===== config.mk =====
export PLATFORM = sky130hd
export DESIGN_NAME = orb_frame_controller
export DESIGN_NICKNAME = d
export VERILOG_FILES = /design/src/rtl/orb_ctrl_pkg.sv /design/src/rtl/orb_coord_counter.sv /design/src/rtl/orb_frame_controller.sv
export SDC_FILE = /design/constraint.sdc
export NUM_CORES = 1
export LEC_CHECK = 0
export BUFFER_PORTS_ARGS = -buffer_cell sky130_fd_sc_hd__buf_2
export CELL_PAD_IN_SITES_DETAIL_PLACEMENT = 1
export CELL_PAD_IN_SITES_GLOBAL_PLACEMENT = 1
export CORE_AREA = 2 2 218 220
export DETAILED_ROUTE_END_ITERATION = 16
export DIE_AREA = 0 0 220 222
export PLACE_DENSITY = 0.67
export SYNTH_ARGS = -nofsm -noshare
export SYNTH_HDL_FRONTEND = slang
export SYNTH_SLANG_ARGS = --single-unit

===== constraint.sdc =====
create_clock -name clk -period 6.05 [get_ports clk]
set_clock_uncertainty 0.2 [all_clocks]
set_input_delay 0.605 -clock clk [delete_from_list [all_inputs] [get_ports clk]]
set_output_delay 0.605 -clock clk [all_outputs]
set_load 0.01 [all_outputs]

===== src/rtl/orb_ctrl_pkg.sv =====
// rtl/orb_ctrl_pkg.sv - shared state encoding and default frame geometry for the ORB frame controller
package orb_ctrl_pkg;

    localparam int DEF_IMG_W   = 512;
    localparam int DEF_IMG_H   = 480;
    localparam int DEF_LATENCY = 11504;

    typedef enum logic [1:0] {
        ST_IDLE   = 2'd0,
        ST_STREAM = 2'd1,
        ST_FLUSH  = 2'd2
    } state_e;

    // Bit width able to index n items, never narrower than one bit.
    function automatic int ctr_width(input int n);
        return (n > 1) ? $clog2(n) : 1;
    endfunction

endpackage


===== src/rtl/orb_coord_counter.sv =====
// rtl/orb_coord_counter.sv - column/row raster position counter with wrap, enable and clear
module orb_coord_counter #(
    parameter int COLS = 8,
    parameter int ROWS = 4,
    parameter int CW   = 3,
    parameter int RW   = 2
) (
    input  logic          clk,
    input  logic          rst,
    input  logic          clr_i,
    input  logic          en_i,
    output logic [CW-1:0] col_o,
    output logic [RW-1:0] row_o
);

    logic [CW-1:0] col_q, col_d;
    logic [RW-1:0] row_q, row_d;

    // Next position: clear has priority, otherwise step through the raster and wrap at the frame end.
    always_comb begin
        col_d = col_q;
        row_d = row_q;
        if (clr_i) begin
            col_d = '0;
            row_d = '0;
        end else if (en_i) begin
            if (col_q == CW'(COLS - 1)) begin
                col_d = '0;
                row_d = (row_q == RW'(ROWS - 1)) ? '0 : row_q + RW'(1);
            end else begin
                col_d = col_q + CW'(1);
            end
        end
    end

    // Position register.
    always_ff @(posedge clk or negedge rst) begin
        if (!rst) begin
            col_q <= '0;
            row_q <= '0;
        end else begin
            col_q <= col_d;
            row_q <= row_d;
        end
    end

    assign col_o = col_q;
    assign row_o = row_q;

endmodule


===== src/rtl/orb_frame_controller.sv =====
// rtl/orb_frame_controller.sv - frame sequencing, pipeline gating and descriptor tagging for an ORB pipeline
module orb_frame_controller
    import orb_ctrl_pkg::*;
#(
    parameter int IMG_W             = DEF_IMG_W,
    parameter int IMG_H             = DEF_IMG_H,
    parameter int LATENCY           = DEF_LATENCY,
    parameter int WIDTH_PIXEL       = 8,
    parameter int WIDTH_DESCRIPTORS = 256,
    localparam int CW               = ctr_width(IMG_W),
    localparam int RW               = ctr_width(IMG_H),
    localparam int LW               = ctr_width(LATENCY + 1)
) (
    input  logic                         clk,
    input  logic                         rst,
    input  logic                         start,
    input  logic                         abort,
    input  logic                         in_valid,
    input  logic [WIDTH_PIXEL-1:0]       in_pixel,
    input  logic                         in_corner,
    output logic                         in_ready,
    output logic                         pipe_ena,
    output logic [WIDTH_PIXEL-1:0]       pipe_pixel,
    output logic                         pipe_corner,
    input  logic [WIDTH_DESCRIPTORS-1:0] pipe_desc,
    input  logic                         pipe_valid,
    output logic                         out_valid,
    input  logic                         out_ready,
    output logic [WIDTH_DESCRIPTORS-1:0] out_desc,
    output logic [CW-1:0]                out_col,
    output logic [RW-1:0]                out_row,
    output logic                         busy,
    output logic                         frame_done,
    output logic                         overflow
);

    state_e                       state_q;
    logic [LW-1:0]                flush_cnt_q;
    logic                         frame_done_q;
    logic [LW-1:0]                en_cnt_q;
    logic                         out_valid_q;
    logic [WIDTH_DESCRIPTORS-1:0] out_desc_q;
    logic [CW-1:0]                out_col_q;
    logic [RW-1:0]                out_row_q;
    logic                         overflow_q;

    logic          streaming, flushing, stall, xfer, go, kill, clr;
    logic          lat_reached, out_adv, capture, in_last;
    logic [CW-1:0] in_col, oc_col;
    logic [RW-1:0] in_row, oc_row;

    // The pipeline is frozen while a held descriptor waits on the downstream side.
    assign stall     = out_valid_q & ~out_ready;
    assign streaming = (state_q == ST_STREAM);
    assign flushing  = (state_q == ST_FLUSH);
    assign in_ready  = streaming & ~stall;
    assign xfer      = streaming & in_valid & ~stall;
    assign pipe_ena  = xfer | (flushing & ~stall);

    // Only real pixels reach the pipeline; flush cycles and idle cycles feed zeros.
    assign pipe_pixel  = xfer ? in_pixel  : '0;
    assign pipe_corner = xfer ? in_corner : 1'b0;

    // An accepted start and an abort of a running frame both restart all frame bookkeeping.
    assign go   = (state_q == ST_IDLE) & start & ~abort;
    assign kill = (state_q != ST_IDLE) & abort;
    assign clr  = go | kill;

    // Output coordinates begin moving once the first pixel has had time to traverse the pipeline.
    assign lat_reached = (en_cnt_q == LW'(LATENCY));
    assign out_adv     = pipe_ena & lat_reached;
    assign capture     = pipe_ena & pipe_valid;

    assign in_last = (in_col == CW'(IMG_W - 1)) & (in_row == RW'(IMG_H - 1));

    orb_coord_counter #(
        .COLS (IMG_W),
        .ROWS (IMG_H),
        .CW   (CW),
        .RW   (RW)
    ) u_in_cnt (
        .clk   (clk),
        .rst   (rst),
        .clr_i (clr),
        .en_i  (xfer),
        .col_o (in_col),
        .row_o (in_row)
    );

    orb_coord_counter #(
        .COLS (IMG_W),
        .ROWS (IMG_H),
        .CW   (CW),
        .RW   (RW)
    ) u_out_cnt (
        .clk   (clk),
        .rst   (rst),
        .clr_i (clr),
        .en_i  (out_adv),
        .col_o (oc_col),
        .row_o (oc_row)
    );

    // Frame sequencer: idle, accept pixels, then drain the pipeline for exactly LATENCY enabled cycles.
    always_ff @(posedge clk or negedge rst) begin
        if (!rst) begin
            state_q      <= ST_IDLE;
            flush_cnt_q  <= '0;
            frame_done_q <= 1'b0;
        end else begin
            frame_done_q <= 1'b0;
            case (state_q)
                ST_IDLE: begin
                    if (go) begin
                        state_q     <= ST_STREAM;
                        flush_cnt_q <= '0;
                    end
                end
                ST_STREAM: begin
                    if (abort) begin
                        state_q <= ST_IDLE;
                    end else if (xfer && in_last) begin
                        state_q     <= ST_FLUSH;
                        flush_cnt_q <= '0;
                    end
                end
                ST_FLUSH: begin
                    if (abort) begin
                        state_q     <= ST_IDLE;
                        flush_cnt_q <= '0;
                    end else if (pipe_ena) begin
                        if (flush_cnt_q == LW'(LATENCY - 1)) begin
                            state_q      <= ST_IDLE;
                            flush_cnt_q  <= '0;
                            frame_done_q <= 1'b1;
                        end else begin
                            flush_cnt_q <= flush_cnt_q + LW'(1);
                        end
                    end
                end
                default: begin
                    state_q <= ST_IDLE;
                end
            endcase
        end
    end

    // Enabled-cycle count since frame start, saturating once the pipeline latency is covered.
    always_ff @(posedge clk or negedge rst) begin
        if (!rst) begin
            en_cnt_q <= '0;
        end else if (clr) begin
            en_cnt_q <= '0;
        end else if (pipe_ena && !lat_reached) begin
            en_cnt_q <= en_cnt_q + LW'(1);
        end
    end

    // Descriptor hold register; a fresh capture wins over a same-cycle downstream acceptance.
    always_ff @(posedge clk or negedge rst) begin
        if (!rst) begin
            out_valid_q <= 1'b0;
            out_desc_q  <= '0;
            out_col_q   <= '0;
            out_row_q   <= '0;
        end else if (capture) begin
            out_valid_q <= 1'b1;
            out_desc_q  <= pipe_desc;
            out_col_q   <= oc_col;
            out_row_q   <= oc_row;
        end else if (out_valid_q && out_ready) begin
            out_valid_q <= 1'b0;
        end
    end

    // Sticky flag for descriptors that arrived while the hold register could not take them.
    always_ff @(posedge clk or negedge rst) begin
        if (!rst) begin
            overflow_q <= 1'b0;
        end else if (go) begin
            overflow_q <= 1'b0;
        end else if (pipe_valid && stall) begin
            overflow_q <= 1'b1;
        end
    end

    assign out_valid  = out_valid_q;
    assign out_desc   = out_desc_q;
    assign out_col    = out_col_q;
    assign out_row    = out_row_q;
    assign busy       = (state_q != ST_IDLE);
    assign frame_done = frame_done_q;
    assign overflow   = overflow_q;

endmodule


* Word level (Yosys, flattened, before mapping)
Cells that the tools add are included.
** Word-level totals
- Input bits :: 272
- Memories kept :: 0
- ROM bits :: 0
- Word-level logic and storage cells :: 108
- Bits in latches :: 0
- Output and inout bits :: 289
- RAM bits :: 0
- Bits in registers :: 343
** Operators by class
- Div/mod/pow operators :: 0
- Shift-type cells :: 0
- Bitwise gates (word level) :: 16
- $lt $le $gt $ge :: 0
- $mul :: 0
- Reductions and logical operators :: 19
- Add/sub/neg operators :: 6
- Equality and inequality tests :: 14
- Multiplexer cells :: 40
** Operator list (number)
- 2-to-1 mux 9 bit :: 14
- 2-to-1 mux 14 bit :: 8
- case mux 14 bit (3 select lines) :: 1
- adder 9 x 1 -> 9 bit (second input constant) :: 4
- == test 9 bit (second input constant) :: 4
- adder 14 x 1 -> 14 bit (second input constant) :: 2
- == test 14 bit (second input constant) :: 2
- nonzero test 2 bit :: 8
- 2-to-1 mux 2 bit :: 6
- bitwise AND 1 bit :: 11
- 2-to-1 mux 1 bit :: 9
- 2-to-1 mux 8 bit :: 1
- != test 3 x 2 -> 1 bit (second input constant) :: 2
- case mux 2 bit (3 select lines) :: 1
- AND reduction 5 bit :: 1
- logical AND 1 bit :: 4
- != test 2 bit (second input constant) :: 2
- AND reduction 2 bit :: 2
- AND reduction 4 bit :: 1
- != test 3 bit (second input constant) :: 1
- NOT 1 bit :: 3
- nonzero test 3 bit :: 1
- == test 2 x 1 -> 1 bit (second input constant) :: 1
- == test 2 bit (second input constant) :: 1
- other kinds (4) :: 5

* Depth between registers and ports, before layout
Gate-level depths: netlist of run 1.
- Depth in word-level cells :: 8
- Depth in mapped cells :: 11
- Depth with buffers taken out :: 10

* By module
Synthesis of run 1 repeated with hierarchy kept, for this count alone.
** Unflattened totals
- Cell total of the unflattened synthesis :: 1003
- Area total of the unflattened synthesis :: 15139.5 um^2
** Modules (own cells, without submodules)
- orb_frame_controller :: area an instance 13195.2 um^2, cells an instance 801, sequential area each 7682.4 um^2, times used 1
- orb_coord_counter at u_in_cnt :: area an instance 973.4 um^2, cells an instance 98, sequential area each 450.4 um^2, times used 1
- orb_coord_counter at u_out_cnt :: area an instance 970.9 um^2, cells an instance 104, sequential area each 450.4 um^2, times used 1

* Worst setup path before layout of run 1
Ideal clock, no wire load.
- Path kind :: reg-to-reg
- From :: reg u_in_cnt.col_q[0] (netlist: u_in_cnt.col_o[0])
- To :: reg flush_cnt_q[5]
- Arrival :: 2.208 ns
- Path buffers :: 0
- Library setup time :: 0.124 ns
- Required time :: 5.726 ns
- Stages on the path, launching flop included :: 11
- Period minus slack after synthesis :: 2.532 ns
- Setup slack :: 3.518 ns
- Cell sequence :: dfrtp_1 > ha_1 > and3_1 > and3_1 > and3_1 > ha_1 > nand2_1 > nor3_1 > a31oi_1 > or2_2 > a211o_1
** On the way
- Longest elaborated chain between the ends :: 5
** RTL lines
- start: declaration :: RTL line orb_coord_counter.sv:16 : logic [CW-1:0] col_q, col_d;
- start signal: assignment :: RTL line orb_coord_counter.sv:42 : col_q <= col_d;
- == test 9 bit :: RTL line orb_frame_controller.sv:74 : assign in_last = (in_col == CW'(IMG_W - 1)) & (in_row == RW'(IMG_H - 1));
- bitwise AND 1 bit :: RTL line orb_frame_controller.sv:74
- logical AND 1 bit :: RTL line orb_frame_controller.sv:122 : end else if (xfer && in_last) begin
- != test 2 x 1 -> 1 bit (no source line)
- AND reduction 5 bit (no source line)
- end signal: assignment :: RTL line orb_frame_controller.sv:137 : flush_cnt_q <= flush_cnt_q + LW'(1);
- end: declaration :: RTL line orb_frame_controller.sv:38 : logic [LW-1:0] flush_cnt_q;
Every way passes these cells.
A chain may end at the register's enable or synchronous reset.

* Worst setup path in the final report of run 1
Same ends and word-level chain as after synthesis.

==> impl_metrics.prom, run 1 <==
# TYPE chip_impl_metric gauge
chip_impl_metric{name="worst_ep_required_time",unit="ns"} 6.28
chip_impl_metric{name="postCtsSetupRepairBufs",unit=""} 0
chip_impl_metric{name="cts.reportedPaths.clkPinSlew",unit="ns"} 0.06
chip_impl_metric{name="synth_edf_count",unit=""} 0
chip_impl_metric{name="tritoncts_num_sinks",unit=""} 343
chip_impl_metric{name="insertion_delay",unit="ns"} 0.56
chip_impl_metric{name="finalInstanceArea",unit="mm2"} 0.0188
chip_impl_metric{name="core-area",unit="mm2"} 0.0463
chip_impl_metric{name="drive_above_1_share",unit=""} 0.568
chip_impl_metric{name="grt_max_degree",unit=""} 144
chip_impl_info{name="clockRootBuffer",value="sky130_fd_sc_hd__clkbuf_16"} 1
chip_impl_metric{name="cts_buffer_depth",unit=""} 3
chip_impl_metric{name="finalNetCount",unit=""} 1858
chip_impl_info{name="cts_tree",value="done"} 1
chip_impl_metric{name="setup_viol",unit=""} 0
chip_impl_metric{name="dr_total_vias",unit=""} 10500
chip_impl_metric{name="layout.filler_cells",unit=""} 5137
chip_impl_metric{name="syn_inst",unit=""} 1014
chip_impl_metric{name="slew_headroom",unit=""} 0.209
chip_impl_metric{name="grt_antenna_before_repair",unit=""} 12
chip_impl_metric{name="netlist-cell-type-count",unit=""} 52
chip_impl_metric{name="antenna_left",unit=""} 0
chip_impl_metric{name="total_leakage_power",unit="nW"} 9.13
chip_impl_metric{name="ys_ff_latch",unit=""} 343
chip_impl_metric{name="seq_area_frac_synth",unit=""} 0.614
chip_impl_metric{name="drt_drc_violations_left",unit=""} 0
chip_impl_metric{name="vias_per_cell",unit=""} 4.72
chip_impl_metric{name="grt_usage",unit=""} 0.182
chip_impl_metric{name="critPathMaxFanout",unit=""} 13
chip_impl_metric{name="cts_inserted_buffers",unit=""} 41
chip_impl_metric{name="wire_per_inst",unit="um"} 20.4
chip_impl_metric{name="grt_overflow",unit=""} 0
chip_impl_metric{name="number_of_placed_instances_taps_included",unit=""} 2140
chip_impl_metric{name="dpl_cell_area",unit="mm2"} 0.0174
chip_impl_metric{name="overall_die_width",unit="um"} 220
chip_impl_metric{name="ir_drop",unit="V"} 0.000238
chip_impl_info{name="cp-end-kind",value="flip-flop"} 1
chip_impl_metric{name="largest_reg_flops",unit=""} 256
chip_impl_metric{name="placementRows",unit=""} 79
chip_impl_metric{name="powerDensity",unit="mW/mm2"} 394
chip_impl_metric{name="post_cts_resize_count",unit=""} 0
chip_impl_info{name="rsz0062_at_grt",value="false"} 1
chip_impl_metric{name="timing.max_cap.violations",unit=""} 0
chip_impl_info{name="synth_flop_cell",value="sky130_fd_sc_hd__dfrtp_1"} 1
chip_impl_metric{name="ioPinCount",unit=""} 561
chip_impl_metric{name="timing.setup.tns",unit="ns"} 0
chip_impl_metric{name="synth_area",unit="mm2"} 0.0140
chip_impl_info{name="outcome",value="complete, no violations"} 1
chip_impl_info{name="worstHoldPathType",value="input pin to flip-flop"} 1
chip_impl_metric{name="drt_pass1_iterations",unit=""} 4
chip_impl_info{name="critical_path.startpoint_type",value="flip-flop"} 1
chip_impl_metric{name="area_delta_synth_final",unit="%"} 34.4
chip_impl_metric{name="max_clock_freq",unit="MHz"} 248
chip_impl_metric{name="timing_hold_violations_final",unit=""} 0
chip_impl_info{name="timing.setup.critical_path_class",value="flip-flop to flip-flop"} 1
chip_impl_metric{name="holdWs",unit="ns"} 0.0687
chip_impl_metric{name="post-dp-hpwl",unit="um"} 34100
chip_impl_metric{name="critPathArrivalTime",unit="ns"} 4.25
chip_impl_metric{name="syn-mean-instance-area",unit="um2"} 13.8
chip_impl_metric{name="synth-async-reset-ratio",unit=""} 1.00
chip_impl_metric{name="dieArea",unit="mm2"} 0.0488
chip_impl_metric{name="detailedRoute.firstIterationViolations",unit=""} 392
chip_impl_metric{name="syn-num-nets",unit=""} 1295
chip_impl_metric{name="grt_pass1_wl",unit="um"} 67600
chip_impl_metric{name="io_buffer_count",unit=""} 560
chip_impl_metric{name="timing_max_transition_violations_final",unit=""} 0
chip_impl_metric{name="hold_buffers",unit=""} 1
chip_impl_metric{name="ys_warn_count",unit=""} 0
chip_impl_metric{name="place.gp.congestion",unit=""} 0.830
chip_impl_metric{name="chipHeight",unit="um"} 222
chip_impl_metric{name="tightestPinTransition",unit="ns"} 1.18
chip_impl_metric{name="cts_h_tree_depth",unit=""} 2
chip_impl_metric{name="drt-total-wl",unit="um"} 45200
chip_impl_metric{name="effective_utilization_at_floorplan",unit=""} 0.302
chip_impl_metric{name="grt_pass1_vias",unit=""} 11300
chip_impl_metric{name="total_power",unit="W"} 0.00740
chip_impl_metric{name="finalCritPeriodShare",unit=""} 0.665
chip_impl_metric{name="final_period_minus_worst_setup_slack",unit="ns"} 4.03
chip_impl_metric{name="final_cells",unit=""} 2220
## cells in the mapped netlist (2+ instances only)
master                      instances  share of area
sky130_fd_sc_hd__a2111oi_2          2         0.0021
sky130_fd_sc_hd__a21o_1             4         0.0021
sky130_fd_sc_hd__a21oi_1           34          0.012
sky130_fd_sc_hd__a311oi_1           2         0.0013
sky130_fd_sc_hd__a31oi_1            8         0.0036
sky130_fd_sc_hd__and2_1            10         0.0045
sky130_fd_sc_hd__and3_1            17         0.0076
sky130_fd_sc_hd__and4_1             4         0.0025
sky130_fd_sc_hd__buf_2             28          0.010
sky130_fd_sc_hd__buf_4              5         0.0027
sky130_fd_sc_hd__clkbuf_1          16         0.0043
sky130_fd_sc_hd__dfrtp_1          343           0.61
sky130_fd_sc_hd__ha_1               9         0.0081
sky130_fd_sc_hd__inv_1             10         0.0027
sky130_fd_sc_hd__mux2_2           274           0.22
sky130_fd_sc_hd__mux2i_1            2         0.0014
sky130_fd_sc_hd__nand2_1           34         0.0091
sky130_fd_sc_hd__nand2b_1           7         0.0031
sky130_fd_sc_hd__nand3_1           28          0.010
sky130_fd_sc_hd__nand3b_1          13         0.0070
sky130_fd_sc_hd__nand4_1           11         0.0049
sky130_fd_sc_hd__nand4b_1           3         0.0019
sky130_fd_sc_hd__nor2_1            44          0.012
sky130_fd_sc_hd__nor2b_1            4         0.0018
sky130_fd_sc_hd__nor3_1            10         0.0036
sky130_fd_sc_hd__nor4_1             2        0.00089
sky130_fd_sc_hd__nor4b_1            2         0.0013
sky130_fd_sc_hd__o21ai_0           28          0.010
sky130_fd_sc_hd__o22ai_1            4         0.0018
sky130_fd_sc_hd__o31ai_1           14         0.0075
sky130_fd_sc_hd__or2_2              3         0.0013
sky130_fd_sc_hd__or3_1              4         0.0018
sky130_fd_sc_hd__or4_1              4         0.0021
sky130_fd_sc_hd__xnor2_1            5         0.0031
sky130_fd_sc_hd__xor2_1             9         0.0056
## metrics by stage
stage	worst slack [ns]	util
2_1_floorplan	3.52	-
3_3_place_gp	2.19	0.377
3_5_place_dp	2.10	0.377
4_1_cts	2.09	0.406
5_1_grt	1.66	0.406
6_report	2.02	0.406
## kinds of logic (layout without fill, tap and decap cells)
logic type,Yosys count,in the layout,share of synthesized area
fa+ha+maj,9,9,0.00805
mux,276,276,0.222
flops,343,343,0.614
xor+xnor,14,14,0.00877
other cells,0,7,0
simple gates,208,208,0.0819
buf+inv,60,652,0.0200
compound gates,104,104,0.0454
## critical path, stage by stage (launching register included)
cell	delay [ns]
sky130_fd_sc_hd__dfrtp_1	0.41
sky130_fd_sc_hd__ha_1	0.20
sky130_fd_sc_hd__and3_1	0.21
sky130_fd_sc_hd__and3_1	0.20
sky130_fd_sc_hd__and3_1	0.17
sky130_fd_sc_hd__ha_1	0.40
sky130_fd_sc_hd__nand2_1	0.12
sky130_fd_sc_hd__nor3_1	0.91
sky130_fd_sc_hd__a31oi_1	0.18
sky130_fd_sc_hd__buf_4	0.25
sky130_fd_sc_hd__or2_2	0.35
sky130_fd_sc_hd__a211o_1	0.30
## placed cells by master (no fill, tap or decap), types with 4 or more instances in the layout
master	n
sky130_fd_sc_hd__buf_2	559
sky130_fd_sc_hd__dfrtp_1	343
sky130_fd_sc_hd__mux2_2	274
sky130_fd_sc_hd__nor2_1	44
sky130_fd_sc_hd__clkbuf_16	42
sky130_fd_sc_hd__a21oi_1	34
sky130_fd_sc_hd__nand2_1	33
sky130_fd_sc_hd__nand3_1	28
sky130_fd_sc_hd__o21ai_0	28
sky130_fd_sc_hd__and3_1	17
sky130_fd_sc_hd__clkbuf_1	16
sky130_fd_sc_hd__o31ai_1	14
sky130_fd_sc_hd__nand3b_1	13
sky130_fd_sc_hd__nand4_1	11
sky130_fd_sc_hd__inv_1	10
sky130_fd_sc_hd__and2_1	10
sky130_fd_sc_hd__nor3_1	10
sky130_fd_sc_hd__xor2_1	9
sky130_fd_sc_hd__ha_1	9
sky130_fd_sc_hd__a31oi_1	8
sky130_fd_sc_hd__diode_2	7
sky130_fd_sc_hd__nand2b_1	7
sky130_fd_sc_hd__xnor2_1	5
sky130_fd_sc_hd__clkbuf_8	5
sky130_fd_sc_hd__buf_4	5
sky130_fd_sc_hd__nor2b_1	4
sky130_fd_sc_hd__o22ai_1	4
sky130_fd_sc_hd__and4_1	4
sky130_fd_sc_hd__or4_1	4
sky130_fd_sc_hd__or3_1	4
## worst paths after layout
kind / startpoint / end / slack (ns) / cells after the start
worst max-delay path: u_in_cnt.col_o[0] / flush_cnt_q[5] / 2.02 / 11
worst min-delay path: pipe_desc[107] / out_desc[107] / 0.07 / 2
worst max register to register: u_in_cnt.col_o[0] / flush_cnt_q[5] / 2.02 / 11
worst min register to register: out_desc[131] / out_desc[131] / 0.30 / 1
max in group asynchronous: rst / out_desc[2] / 3.85 / 3
min in group asynchronous: rst / out_desc[177] / 0.46 / 2
## layout make-up
type / count / area (um2) / area share
timing repair buffer: 569 / 2920 / 0.155
antenna: 7 / 17.5 / 0.000932
multi-input combinational: 611 / 5140 / 0.273
sequential: 343 / 8580 / 0.457
clock buffer: 63 / 1180 / 0.0628
inverter: 11 / 41.3 / 0.00220
tap: 607 / 759 / 0.0404
clock inverter: 9 / 151 / 0.00806
## routing by layer
| metal | track usage | share of wire | up-vias |
|---|---|---|---|
| met5 | 0 | 0.00051 | - |
| met4 | 0.0561 | 0.025 | 4 |
| met3 | 0.0612 | 0.082 | 74 |
| met2 | 0.330 | 0.53 | 364 |
| met1 | 0.198 | 0.36 | 5278 |
| li1 | - | - | 4749 |
## power by group
part	switching (W)	total, W	internal [W]
Clock	0.000972	0.00245	0.00148
Sequential	0.000282	0.00314	0.00286
Combinational	0.000947	0.00182	0.000871
Total	0.00220	0.00740	0.00520
No activity file was read; power rests on OpenSTA's default activity.
==> run 2: changes to the inputs <==
CORE_AREA = 2 2 219 221   (was 2 2 218 220)
DIE_AREA = 0 0 221 223   (was 0 0 220 222)
PLACE_DENSITY = 0.69   (was 0.67)
clock period = 3.7 ns   (was 6.05 ns; I/O delays follow)
==> run 2 against run 1 <==
Total power up 71%. Utilization up 5.2 points. Die area up 0.91%. Clock power up 68%. First-iteration DRC count up 8.9%. Cell count up 13%. Critical path depth down 3. Global-route usage up 2.5 points. Count of clock-buffer cells in the layout down 5. Sequential cell count unchanged. Via count up 14%. Critical endpoint is now u_out_cnt.row_o[5]. Largest power group unchanged. Highest routed layer is now met4.
==> impl_metrics.prom, run 2 (synthesis results as in run 1) <==
# TYPE chip_impl_metric gauge
chip_impl_info{name="outcome",value="complete, no violations"} 1
chip_impl_metric{name="ff2ff_setup_slack",unit="ns"} 0.79
chip_impl_metric{name="wire_per_inst",unit="um"} 20.9
chip_impl_metric{name="chipHeight",unit="um"} 223
chip_impl_metric{name="critPathArrivalTime",unit="ns"} 3.17
chip_impl_info{name="cp-end-kind",value="flip-flop"} 1
chip_impl_metric{name="drt-total-wl",unit="um"} 52400
chip_impl_metric{name="comb_power_share",unit=""} 0.258
chip_impl_info{name="path_delay_family",value="simple AND/OR/NAND/NOR gates"} 1
chip_impl_metric{name="postCtsSetupRepairBufs",unit=""} 0
chip_impl_metric{name="cellInternalPower",unit="W"} 0.00876
chip_impl_metric{name="drt_pass1_iterations",unit=""} 4
chip_impl_info{name="worstHoldPathType",value="input pin to flip-flop"} 1
chip_impl_metric{name="pwr-share-seq",unit=""} 0.416
chip_impl_metric{name="effective_utilization_at_floorplan",unit=""} 0.297
chip_impl_metric{name="overall_die_width",unit="um"} 221
chip_impl_metric{name="ir_drop",unit="V"} 0.000456
chip_impl_metric{name="powerDensity",unit="mW/mm2"} 587
chip_impl_metric{name="grt_usage",unit=""} 0.207
chip_impl_metric{name="worst_ep_required_time",unit="ns"} 3.97
chip_impl_metric{name="grt_antenna_before_repair",unit=""} 10
chip_impl_info{name="cts_tree",value="done"} 1
chip_impl_metric{name="dr_total_vias",unit=""} 11900
chip_impl_metric{name="drt_drc_violations_left",unit=""} 0
chip_impl_metric{name="antenna_left",unit=""} 0
chip_impl_metric{name="holdWs",unit="ns"} 0.0839
chip_impl_metric{name="power.switching",unit="W"} 0.00390
chip_impl_metric{name="grt_max_degree",unit=""} 103
chip_impl_metric{name="insertion_delay",unit="ns"} 0.55
chip_impl_metric{name="ioPinCount",unit=""} 561
chip_impl_metric{name="worst-r2r-cell-count",unit=""} 8
chip_impl_info{name="cp_common_cell",value="sky130_fd_sc_hd__and3_1"} 1
chip_impl_metric{name="finalNetCount",unit=""} 2133
chip_impl_metric{name="area_delta_synth_final",unit="%"} 54.4
chip_impl_info{name="timing.setup.critical_path_class",value="flip-flop to flip-flop"} 1
chip_impl_metric{name="dieArea",unit="mm2"} 0.0493
chip_impl_metric{name="critical_path.n_buffers_inverters",unit=""} 0
chip_impl_metric{name="finalCritPeriodShare",unit=""} 0.786
chip_impl_info{name="timing.rr.start",value="u_out_cnt.col_o[0]"} 1
chip_impl_metric{name="cts_h_tree_depth",unit=""} 2
chip_impl_metric{name="timing_hold_violations_final",unit=""} 0
chip_impl_metric{name="hold_buffers",unit=""} 259
chip_impl_metric{name="grt_overflow",unit=""} 0
chip_impl_info{name="setup.worst_path.end",value="u_out_cnt.row_o[5]"} 1
chip_impl_metric{name="post_cts_resize_count",unit=""} 0
chip_impl_metric{name="cp_depth",unit=""} 8
chip_impl_metric{name="final_period_minus_worst_setup_slack",unit="ns"} 2.91
chip_impl_info{name="mostFrequentLayoutCell",value="sky130_fd_sc_hd__buf_2"} 1
chip_impl_info{name="critical_path.startpoint_type",value="flip-flop"} 1
chip_impl_info{name="final_cell_mix",value="559 x sky130_fd_sc_hd__buf_2, 343 x sky130_fd_sc_hd__dfrtp_1, 274 x sky130_fd_sc_hd__mux2_2, 259 x sky130_fd_sc_hd__dlygate4sd3_1, 44 x sky130_fd_sc_hd__nor2_1"} 1
chip_impl_metric{name="timing_max_transition_violations_final",unit=""} 0
chip_impl_metric{name="grt_pass1_vias",unit=""} 13500
chip_impl_metric{name="total_leakage_power",unit="nW"} 10.3
chip_impl_metric{name="core-area",unit="mm2"} 0.0471
chip_impl_metric{name="slew_headroom",unit=""} 0.412
chip_impl_metric{name="timing.setup.tns",unit="ns"} 0
chip_impl_metric{name="largest_reg_flops",unit=""} 256
chip_impl_metric{name="placementRows",unit=""} 80
chip_impl_info{name="worstReg2RegEnd",value="u_out_cnt.row_o[5]"} 1
chip_impl_metric{name="setup_viol",unit=""} 0
chip_impl_metric{name="post-dp-hpwl",unit="um"} 33000
chip_impl_metric{name="max_clock_freq",unit="MHz"} 344
chip_impl_metric{name="critPathMaxFanout",unit=""} 11
chip_impl_metric{name="io_buffer_count",unit=""} 560
chip_impl_info{name="timing.critical_path.from",value="u_out_cnt.col_o[0]"} 1
chip_impl_metric{name="tritoncts_num_sinks",unit=""} 343
chip_impl_info{name="clockRootBuffer",value="sky130_fd_sc_hd__clkbuf_16"} 1
chip_impl_info{name="rsz0062_at_grt",value="false"} 1
chip_impl_metric{name="grt_pass1_wl",unit="um"} 79500
chip_impl_metric{name="cts.reportedPaths.clkPinSlew",unit="ns"} 0.06
chip_impl_metric{name="timing.max_cap.violations",unit=""} 0
chip_impl_metric{name="detailedRoute.firstIterationViolations",unit=""} 427
chip_impl_metric{name="power.share.clock",unit=""} 0.326
chip_impl_metric{name="place.gp.congestion",unit=""} 0.802
chip_impl_metric{name="drive_above_1_share",unit=""} 0.499
chip_impl_info{name="cp_cell_sequence",value="ha_1 > and3_1 > and3_1 > and3_1 > ha_1 > nand3_4 > or4_1 > a21oi_1"} 1
chip_impl_info{name="cpMaxStageDelayCell",value="sky130_fd_sc_hd__or4_1"} 1
chip_impl_metric{name="tightestPinTransition",unit="ns"} 0.881
chip_impl_metric{name="power.switching_fraction",unit=""} 0.308
chip_impl_metric{name="cts_buffer_depth",unit=""} 3
chip_impl_metric{name="cts_inserted_buffers",unit=""} 40
chip_impl_metric{name="critical_path.max_stage_delay",unit="ns"} 0.54
chip_impl_metric{name="vias_per_cell",unit=""} 4.74
[run 2: cell count changes in the layout (fill, tap and decap cells not counted), sizes merged]
cell,previous run,this run
inv,12,13
diode,7,8
buf,568,586
clkbuf,63,58
clkinv,3,8
dlygate4sd3,1,259
[run 2: layout make-up]
type / count / area (um2)
Timing Repair Buffer: 845 / 5680
Antenna cell: 8 / 20.0
Clock buffer: 58 / 1200
Clock inverter: 15 / 166
Sequential cell: 343 / 8580
Tap cell: 615 / 769
Multi-Input combinational cell: 611 / 5130
Inverter: 11 / 41.3
Fill cell: 5043 / 25600
[run 2: worst reg2reg max path, cell delays in order, from the launching register on]
cell                      delay, ns
sky130_fd_sc_hd__dfrtp_1       0.43
sky130_fd_sc_hd__ha_1          0.23
sky130_fd_sc_hd__and3_1        0.21
sky130_fd_sc_hd__and3_1        0.21
sky130_fd_sc_hd__and3_1        0.17
sky130_fd_sc_hd__ha_1          0.48
sky130_fd_sc_hd__nand3_4       0.21
sky130_fd_sc_hd__or4_1         0.54
sky130_fd_sc_hd__a21oi_1       0.14
[run 2: how the worst min path moves through the flow]
stage	from	cells past startpoint	slack [ns]	endpoint
after floorplan	rst	0	-0.13	en_cnt_q[0]
after global placement	out_desc[246]	1	0.28	out_desc[246]
after detailed placement	rst	1	0.29	out_desc[6]
after CTS	start	3	0.04	overflow
after global routing	start	3	0.07	overflow
final	start	3	0.08	overflow
[run 2: power by group through the flow]
| stage | clock, W | sequential [W] | combinational (W) |
|---|---|---|---|
| final | 0.00412 | 0.00527 | 0.00327 |
| after global routing | 0.00439 | 0.00537 | 0.00346 |
| after CTS | 0.00421 | 0.00518 | 0.00319 |
| after detailed placement | 0 | 0.00523 | 0.00296 |
| after global placement | 0 | 0.00517 | 0.00289 |
| after floorplan | 0 | 0.00560 | 0.000939 |
[run 2: through the flow]
step	cells	total power (W)	instance area [um2]	util	worst slack [ns]
floorplan	1014	0.00654	14000	-	1.17
global placement	2166	0.00806	17600	0.373	0.834
detailed placement	2166	0.00818	17600	0.373	0.801
CTS	2498	0.0126	21600	0.457	0.825
global route	2506	0.0132	21600	0.458	0.634
finish	2506	0.0127	21600	0.458	0.793
[run 2: layer usage]
| metal | vias to the layer above | wire length (um) | track usage |
|---|---|---|---|
| li1 | 5318 | - | - |
| met5 | - | 0 | 0 |
| met4 | 0 | 2500 | 0.0946 |
| met3 | 134 | 3580 | 0.0583 |
| met2 | 470 | 26600 | 0.369 |
| met1 | 5965 | 19700 | 0.229 |
